$ cat src/rtl/usb_rx_packet_ctrl.sv
// USB full/low-speed receive packet decoder: PID check, token field capture with CRC5,
// data payload streaming with CRC16 and a 2-byte hold-back, handshake length checks.
`timescale 1ns/1ps
module usb_rx_packet_ctrl #(
  parameter int MAX_PAYLOAD = 64
) (
  input  logic       clk,
  input  logic       reset,
  input  logic       rx_active,
  input  logic       rx_valid,
  input  logic [7:0] rx_data,
  input  logic       rx_error,
  output logic [3:0] pid,
  output logic       tok_valid,
  output logic [6:0] tok_addr,
  output logic [3:0] tok_endp,
  output logic       dat_valid,
  output logic [7:0] dat_byte,
  output logic       pkt_done,
  output logic [2:0] pkt_status
);

  localparam int CW = $clog2(MAX_PAYLOAD + 3) + 1;
  localparam logic [CW-1:0] C_SAT    = {CW{1'b1}};
  localparam logic [CW-1:0] C_TWO    = CW'(2);
  localparam logic [CW-1:0] C_BABBLE = CW'(MAX_PAYLOAD + 2);

  localparam logic [2:0] ST_OK      = 3'd0;
  localparam logic [2:0] ST_PID_ERR = 3'd1;
  localparam logic [2:0] ST_CRC_ERR = 3'd2;
  localparam logic [2:0] ST_LEN_ERR = 3'd3;
  localparam logic [2:0] ST_RX_ERR  = 3'd4;
  localparam logic [2:0] ST_BABBLE  = 3'd5;

  localparam logic [4:0]  CRC5_RES  = 5'b01100;
  localparam logic [15:0] CRC16_RES = 16'h800D;

  typedef enum logic [2:0] {
    S_IDLE, S_PID, S_TOKEN, S_DATA, S_HSK, S_DISCARD, S_DONE
  } state_t;

  state_t r_state, w_next;

  logic          r_act_d;
  logic          r_f_rx, r_f_pid, r_f_bab;
  logic [CW-1:0] r_cnt;
  logic [4:0]    r_crc5;
  logic [15:0]   r_crc16;
  logic [7:0]    r_tb1;
  logic [2:0]    r_tb2;
  logic [7:0]    r_d0, r_d1;

  logic [3:0] r_pid;
  logic       r_tok_valid;
  logic [6:0] r_tok_addr;
  logic [3:0] r_tok_endp;
  logic       r_dat_valid;
  logic [7:0] r_dat_byte;
  logic       r_pkt_done;
  logic [2:0] r_status;

  logic       w_rise, w_fall, w_pid_ok;
  logic       w_start, w_end, w_err, w_byte, w_emit, w_babble;
  logic       w_len_err, w_crc_err, w_no_pid, w_tok_ok;
  logic [2:0] w_status;

  // Both CRCs shift LSB of each byte first, matching wire order.
  function automatic logic [4:0] crc5_byte(input logic [4:0] c, input logic [7:0] d);
    logic [4:0] r;
    r = c;
    for (int i = 0; i < 8; i++)
      r = {r[3:0], 1'b0} ^ ((r[4] ^ d[i]) ? 5'h05 : 5'h00);
    return r;
  endfunction

  function automatic logic [15:0] crc16_byte(input logic [15:0] c, input logic [7:0] d);
    logic [15:0] r;
    r = c;
    for (int i = 0; i < 8; i++)
      r = {r[14:0], 1'b0} ^ ((r[15] ^ d[i]) ? 16'h8005 : 16'h0000);
    return r;
  endfunction

  assign w_rise   = rx_active & ~r_act_d;
  assign w_fall   = ~rx_active & r_act_d;
  assign w_pid_ok = (rx_data[7:4] == ~rx_data[3:0]);

  always_ff @(posedge clk) begin
    if (reset) r_state <= S_IDLE;
    else       r_state <= w_next;
  end

  always_comb begin
    w_next   = r_state;
    w_start  = 1'b0;
    w_end    = 1'b0;
    w_err    = 1'b0;
    w_byte   = 1'b0;
    w_emit   = 1'b0;
    w_babble = 1'b0;
    case (r_state)
      S_IDLE: begin
        if (w_rise) begin
          w_next  = S_PID;
          w_start = 1'b1;
        end
      end
      S_DONE: begin
        w_next = S_IDLE;
        if (w_rise) begin
          w_next  = S_PID;
          w_start = 1'b1;
        end
      end
      default: begin
        if (w_fall) begin
          w_next = S_DONE;
          w_end  = 1'b1;
        end else if (rx_active && rx_error) begin
          w_next = S_DISCARD;
          w_err  = 1'b1;
        end else if (rx_active && rx_valid && r_state != S_DISCARD) begin
          w_byte = 1'b1;
          case (r_state)
            S_PID: begin
              if (!w_pid_ok) w_next = S_DISCARD;
              else begin
                case (rx_data[1:0])
                  2'b01:   w_next = S_TOKEN;
                  2'b11:   w_next = S_DATA;
                  2'b10:   w_next = S_HSK;
                  default: w_next = S_DISCARD;
                endcase
              end
            end
            S_DATA: begin
              // r_cnt counts bytes after PID before this one; byte N leaves when N+2 arrives.
              if (r_cnt == C_BABBLE) begin
                w_babble = 1'b1;
                w_next   = S_DISCARD;
              end else if (r_cnt >= C_TWO) begin
                w_emit = 1'b1;
              end
            end
            default: ;
          endcase
        end
      end
    endcase
  end

  always_comb begin
    w_len_err = 1'b0;
    w_crc_err = 1'b0;
    w_no_pid  = (r_state == S_PID);
    case (r_state)
      S_TOKEN: begin
        w_len_err = (r_cnt != C_TWO);
        w_crc_err = (r_crc5 != CRC5_RES);
      end
      S_DATA: begin
        w_len_err = (r_cnt < C_TWO);
        w_crc_err = (r_crc16 != CRC16_RES);
      end
      S_HSK:   w_len_err = (r_cnt != '0);
      default: ;
    endcase
    if      (r_f_rx)              w_status = ST_RX_ERR;
    else if (r_f_pid || w_no_pid) w_status = ST_PID_ERR;
    else if (r_f_bab)             w_status = ST_BABBLE;
    else if (w_len_err)           w_status = ST_LEN_ERR;
    else if (w_crc_err)           w_status = ST_CRC_ERR;
    else                          w_status = ST_OK;
    w_tok_ok = (r_state == S_TOKEN) && (w_status == ST_OK);
  end

  always_ff @(posedge clk) begin
    if (reset) begin
      // Held high so an rx_active still asserted across reset release is not a new packet.
      r_act_d     <= 1'b1;
      r_f_rx      <= 1'b0;
      r_f_pid     <= 1'b0;
      r_f_bab     <= 1'b0;
      r_cnt       <= '0;
      r_crc5      <= 5'h1F;
      r_crc16     <= 16'hFFFF;
      r_tb1       <= '0;
      r_tb2       <= '0;
      r_d0        <= '0;
      r_d1        <= '0;
      r_pid       <= '0;
      r_tok_valid <= 1'b0;
      r_tok_addr  <= '0;
      r_tok_endp  <= '0;
      r_dat_valid <= 1'b0;
      r_dat_byte  <= '0;
      r_pkt_done  <= 1'b0;
      r_status    <= ST_OK;
    end else begin
      r_act_d     <= rx_active;
      r_pkt_done  <= w_end;
      r_tok_valid <= w_end & w_tok_ok;
      r_dat_valid <= w_emit;
      if (w_end) r_status <= w_status;
      if (w_end && w_tok_ok) begin
        r_tok_addr <= r_tb1[6:0];
        r_tok_endp <= {r_tb2, r_tb1[7]};
      end
      if (w_emit) r_dat_byte <= r_d1;
      if (w_start) begin
        r_f_rx  <= 1'b0;
        r_f_pid <= 1'b0;
        r_f_bab <= 1'b0;
        r_cnt   <= '0;
        r_crc5  <= 5'h1F;
        r_crc16 <= 16'hFFFF;
      end else begin
        if (w_err)    r_f_rx  <= 1'b1;
        if (w_babble) r_f_bab <= 1'b1;
        if (w_byte) begin
          case (r_state)
            S_PID: begin
              r_pid <= rx_data[3:0];
              if (!w_pid_ok) r_f_pid <= 1'b1;
            end
            S_TOKEN: begin
              r_cnt  <= (r_cnt == C_SAT) ? r_cnt : r_cnt + 1'b1;
              r_crc5 <= crc5_byte(r_crc5, rx_data);
              if (r_cnt == '0)        r_tb1 <= rx_data;
              if (r_cnt == CW'(1))    r_tb2 <= rx_data[2:0];
            end
            S_DATA: begin
              r_cnt   <= r_cnt + 1'b1;
              r_crc16 <= crc16_byte(r_crc16, rx_data);
              r_d0    <= rx_data;
              r_d1    <= r_d0;
            end
            S_HSK:   r_cnt <= (r_cnt == C_SAT) ? r_cnt : r_cnt + 1'b1;
            default: ;
          endcase
        end
      end
    end
  end

  assign pid        = r_pid;
  assign tok_valid  = r_tok_valid;
  assign tok_addr   = r_tok_addr;
  assign tok_endp   = r_tok_endp;
  assign dat_valid  = r_dat_valid;
  assign dat_byte   = r_dat_byte;
  assign pkt_done   = r_pkt_done;
  assign pkt_status = r_status;

endmodule

$ cat config.mk
export PLATFORM = sky130hd
export DESIGN_NAME = usb_rx_packet_ctrl
export DESIGN_NICKNAME = d
export VERILOG_FILES = /design/src/rtl/usb_rx_packet_ctrl.sv
export SDC_FILE = /design/constraint.sdc
export NUM_CORES = 1
export LEC_CHECK = 0
export ABC_AREA = 1
export BUFFER_PORTS_ARGS = -buffer_cell sky130_fd_sc_hd__buf_2
export CAP_MARGIN = 25
export CORE_MARGIN = 2
export CORE_UTILIZATION = 45
export DETAILED_ROUTE_END_ITERATION = 8
export PLACE_DENSITY = 0.75
export RECOVER_POWER = 25
export SLEW_MARGIN = 15
export SYNTH_ARGS = -nofsm -noshare
export SYNTH_HDL_FRONTEND = slang
export SYNTH_SLANG_ARGS = --single-unit
$ cat constraint.sdc
create_clock -name clk -period 3.6 [get_ports clk]
set_input_delay 0.72 -clock clk [delete_from_list [all_inputs] [get_ports clk]]
set_output_delay 0.72 -clock clk [all_outputs]
set_load 0.02 [all_outputs]
==> metrics.cfg <==
[die]
start_util=0.4584
core_sq_um=9684
fp-row-count=36
die_w_um=103.3
die_h_um=103.3
pin_count=42
dieArea_sq_um=10680

[clock_network]
cts_buffers=9
htreeDepth=3
post_cts_resize_count=0
path_clk_slew_ps=90
cts_setup_buffers=0
clock_latency_ps=360
cts_tree=yes
cts_root_buffer=clkbuf_8
cts.sinks=92
cts.path.max_buffers=2
postCtsHoldBufs=0

[detailed_routing]
routed_wl_mm=10.09
drt-pass1-iter-count=5
ant_nets=0
route.vias.total=4091
drc=0
drt_iter0_drc=273
routed_via_density=5.165
post_drt_wl_per_cell_um=12.73

[synthesis]
synth_area_leaders=dfxtp_1, nand2_1, nor2_1
ys_types=35
ys_dominant_reg_cell=dfxtp_1
synth_edf_count=0
yosysTopAreaCell=dfxtp_1
synth_area_sq_um=4439
syn_avg_cell_area_sq_um=7.103
ys_ff_latch=92
yosysWarnings=0
syn_inst=625
ys_seq_area_frac=0.4149
synth_nets=646
synthTopCellsByCount=nand2_1, dfxtp_1, nor2_1, inv_1, a21oi_1
synth_most_common_cell=nand2_1
synth_top_area_share=0.4149
async_flop_share=0

[critical_path]
crit_fanout=40
worstRegToRegCells=10
timing.rr.start=r_state[2]$_SDFFE_PP0P_
required_ps=3840
critPathBufInv=4
critPathKind=flip-flop to flip-flop
cpPeakStageDelay_ps=540
crit_arrival_ps=2560
path_cells=inv_1, nand2_1, nand2_2, inv_2, nand3_4, nor2_2, buf_4, inv_2, a21oi_1, o21ai_1
r2r-end=r_crc16[3]$_SDFFE_PP1P_
end_kind=flip-flop
worst-r2r-setup-slack_ps=1280
startpoint_type=flip-flop
crit_top_cell=inv_2
cpMaxStageDelayCell=dfxtp_1
critPathTopFamily=buffers and inverters

[power_and_ir_drop]
p_total_mw=2.505
ir_worst_vdd_mv=0.1947
p_per_area_nw_per_um2=518.1
combPwrFrac=0.298
p_clk_frac=0.249
power_switching_mw=0.9339
seq_power_share=0.452
p_int_mw=1.572
p_sw_frac=0.3727
p_leak_nw=2.052

[placed_design]
gp_congestion=0.9168
place_area_sq_um=4703
placed_cells=776
io_buffers=41
dp_hpwl_mm=7.273

[global_routing]
grt_max_degree=42
grt_pass1_wl_mm=16.39
track_usage=0.1954
grt_overflow_total=0
grt_pass1_vias=3533
antenna_found_initial=0

[sta]
slew_violations=0
setup_tns_ps=0
rsz0062_at_grt=no
slew_headroom=0.5041
timing.final.crit_share=0.6449
period_needed_ps=2322
hold_violations=0
finalHoldWorstSlack_ps=448.5
skew_ps=10.81
max_slew.worst_pin.slew_ps=739.7
fmax_mhz=430.7
setup_viol=0

[run_status]
outcome=completed

[layout]
area_growth_pct=8.935
num_antenna_cells=0
final_layout_size_suffix_gt1_frac=0.07891
final_cells=792
num-nets-final=675
fin_area_sq_um=4836

[worst_hold_path]
hold_class=flip-flop to flip-flop
min_delay_worst_endpoint=dat_byte[7]$_SDFFE_PP0P_
min_path_cells=2
min_from=dat_byte[7]$_SDFFE_PP0P_

[run]
drv_cap=0

## worst reg2reg max path, delay by kind of cell (launching register included)
kind | cells | cell delay [ps]
buf+inv | 4 | 880
simple gates | 4 | 500
compound gates | 2 | 280
flops | 1 | 540
## per-layer routing
metal | GRT usage | vias to the layer above | routed length [um]
li1 | - | 2069 | -
met5 | 0 | - | 0
met2 | 0.3232 | 130 | 4674
met4 | 0.07389 | 0 | 176
met1 | 0.2531 | 1877 | 4694
met3 | 0.03831 | 15 | 539
## power by group through the flow
stage | Combinational [mW] | Clock (mW) | Sequential (mW)
after global routing | 0.829 | 0.683 | 1.14
final | 0.747 | 0.624 | 1.13
after CTS | 0.745 | 0.641 | 1.13
after global placement | 0.717 | 0 | 1.15
after floorplan | 0.580 | 0 | 1.17
after detailed placement | 0.744 | 0 | 1.15
## logic make-up after synthesis
kind of cell,share of synthesized area
AO/OA/AOI/OAI,0.1578
adder cells (fa/ha/maj),0.02255
AND/OR/NAND/NOR,0.2669
flip-flops,0.4149
XOR/XNOR,0.04932
buffers and inverters,0.08850
## through the flow
step / setup slack [ps] / util
after global routing: 1069 / 0.4994
after CTS: 1328 / 0.5032
after floorplan: 1693 / -
final: 1278 / 0.4994
after detailed placement: 1103 / 0.4857
after global placement: 1221 / 0.4857
## sequential cells by signal, indices dropped and copies added (netlist names)
register	cells
dat_valid	1
pkt_status	3
r_tb1	8
r_crc5	5
r_d1	8
tok_valid	1
dat_byte	8
r_tb2	3
r_d0	8
r_f_bab	1
r_f_pid	1
r_f_rx	1
pkt_done	1
r_act_d	1
pid	4
tok_addr	7
r_crc16	16
r_cnt	8
tok_endp	4
r_state	3
## area by class of cell
cell class | instances | area [sq um]
clock buffers | 12 | 145.1
inverters | 72 | 270.3
multi-input cells | 436 | 2205
clock inverters | 4 | 25.02
fillers | 990 | 4848
flip-flops and latches | 92 | 1842
repair buffers | 43 | 182.7
well taps | 133 | 166.4
## how the worst max path moves through the flow
stage	start	endpoint	slack, ps	cells past startpoint
final	r_state[2]$_SDFFE_PP0P_	r_crc16[3]$_SDFFE_PP1P_	1280	10
after global routing	r_state[2]$_SDFFE_PP0P_	r_crc16[5]$_SDFFE_PP1P_	1070	10
after CTS	r_state[2]$_SDFFE_PP0P_	r_crc16[5]$_SDFFE_PP1P_	1330	10
after detailed placement	rx_active	tok_addr[2]$_SDFFE_PP0P_	1100	8
after global placement	rx_active	tok_endp[0]$_SDFFE_PP0P_	1220	8
after floorplan	rx_data[1]	r_crc16[15]$_SDFFE_PP1P_	1690	13
## cell usage in the layout (no fill, tap or decap)
master	instances
nand2_1	126
dfxtp_1	92
nor2_1	86
inv_1	63
a21oi_1	57
o21ai_0	51
clkbuf_1	32
nand3_1	23
nand4_1	15
xor2_1	13
xnor2_1	12
buf_2	11
o21ai_1	10
clkbuf_8	10
inv_2	9
ha_1	8
nor3_1	7
nor2_2	4
o211ai_1	4
nand2_2	3
nor2_4	2
nor4_1	2
a31oi_1	2
clkinvlp_4	2
clkinv_2	2
buf_4	2
nand3_4	1
a21oi_4	1
nor3_4	1
nand3_2	1
o21bai_1	1
o21bai_4	1
nor3_2	1
nand4_2	1
o221ai_1	1
o311ai_1	1
a211oi_1	1
No activity file was read; power rests on OpenSTA's default activity.
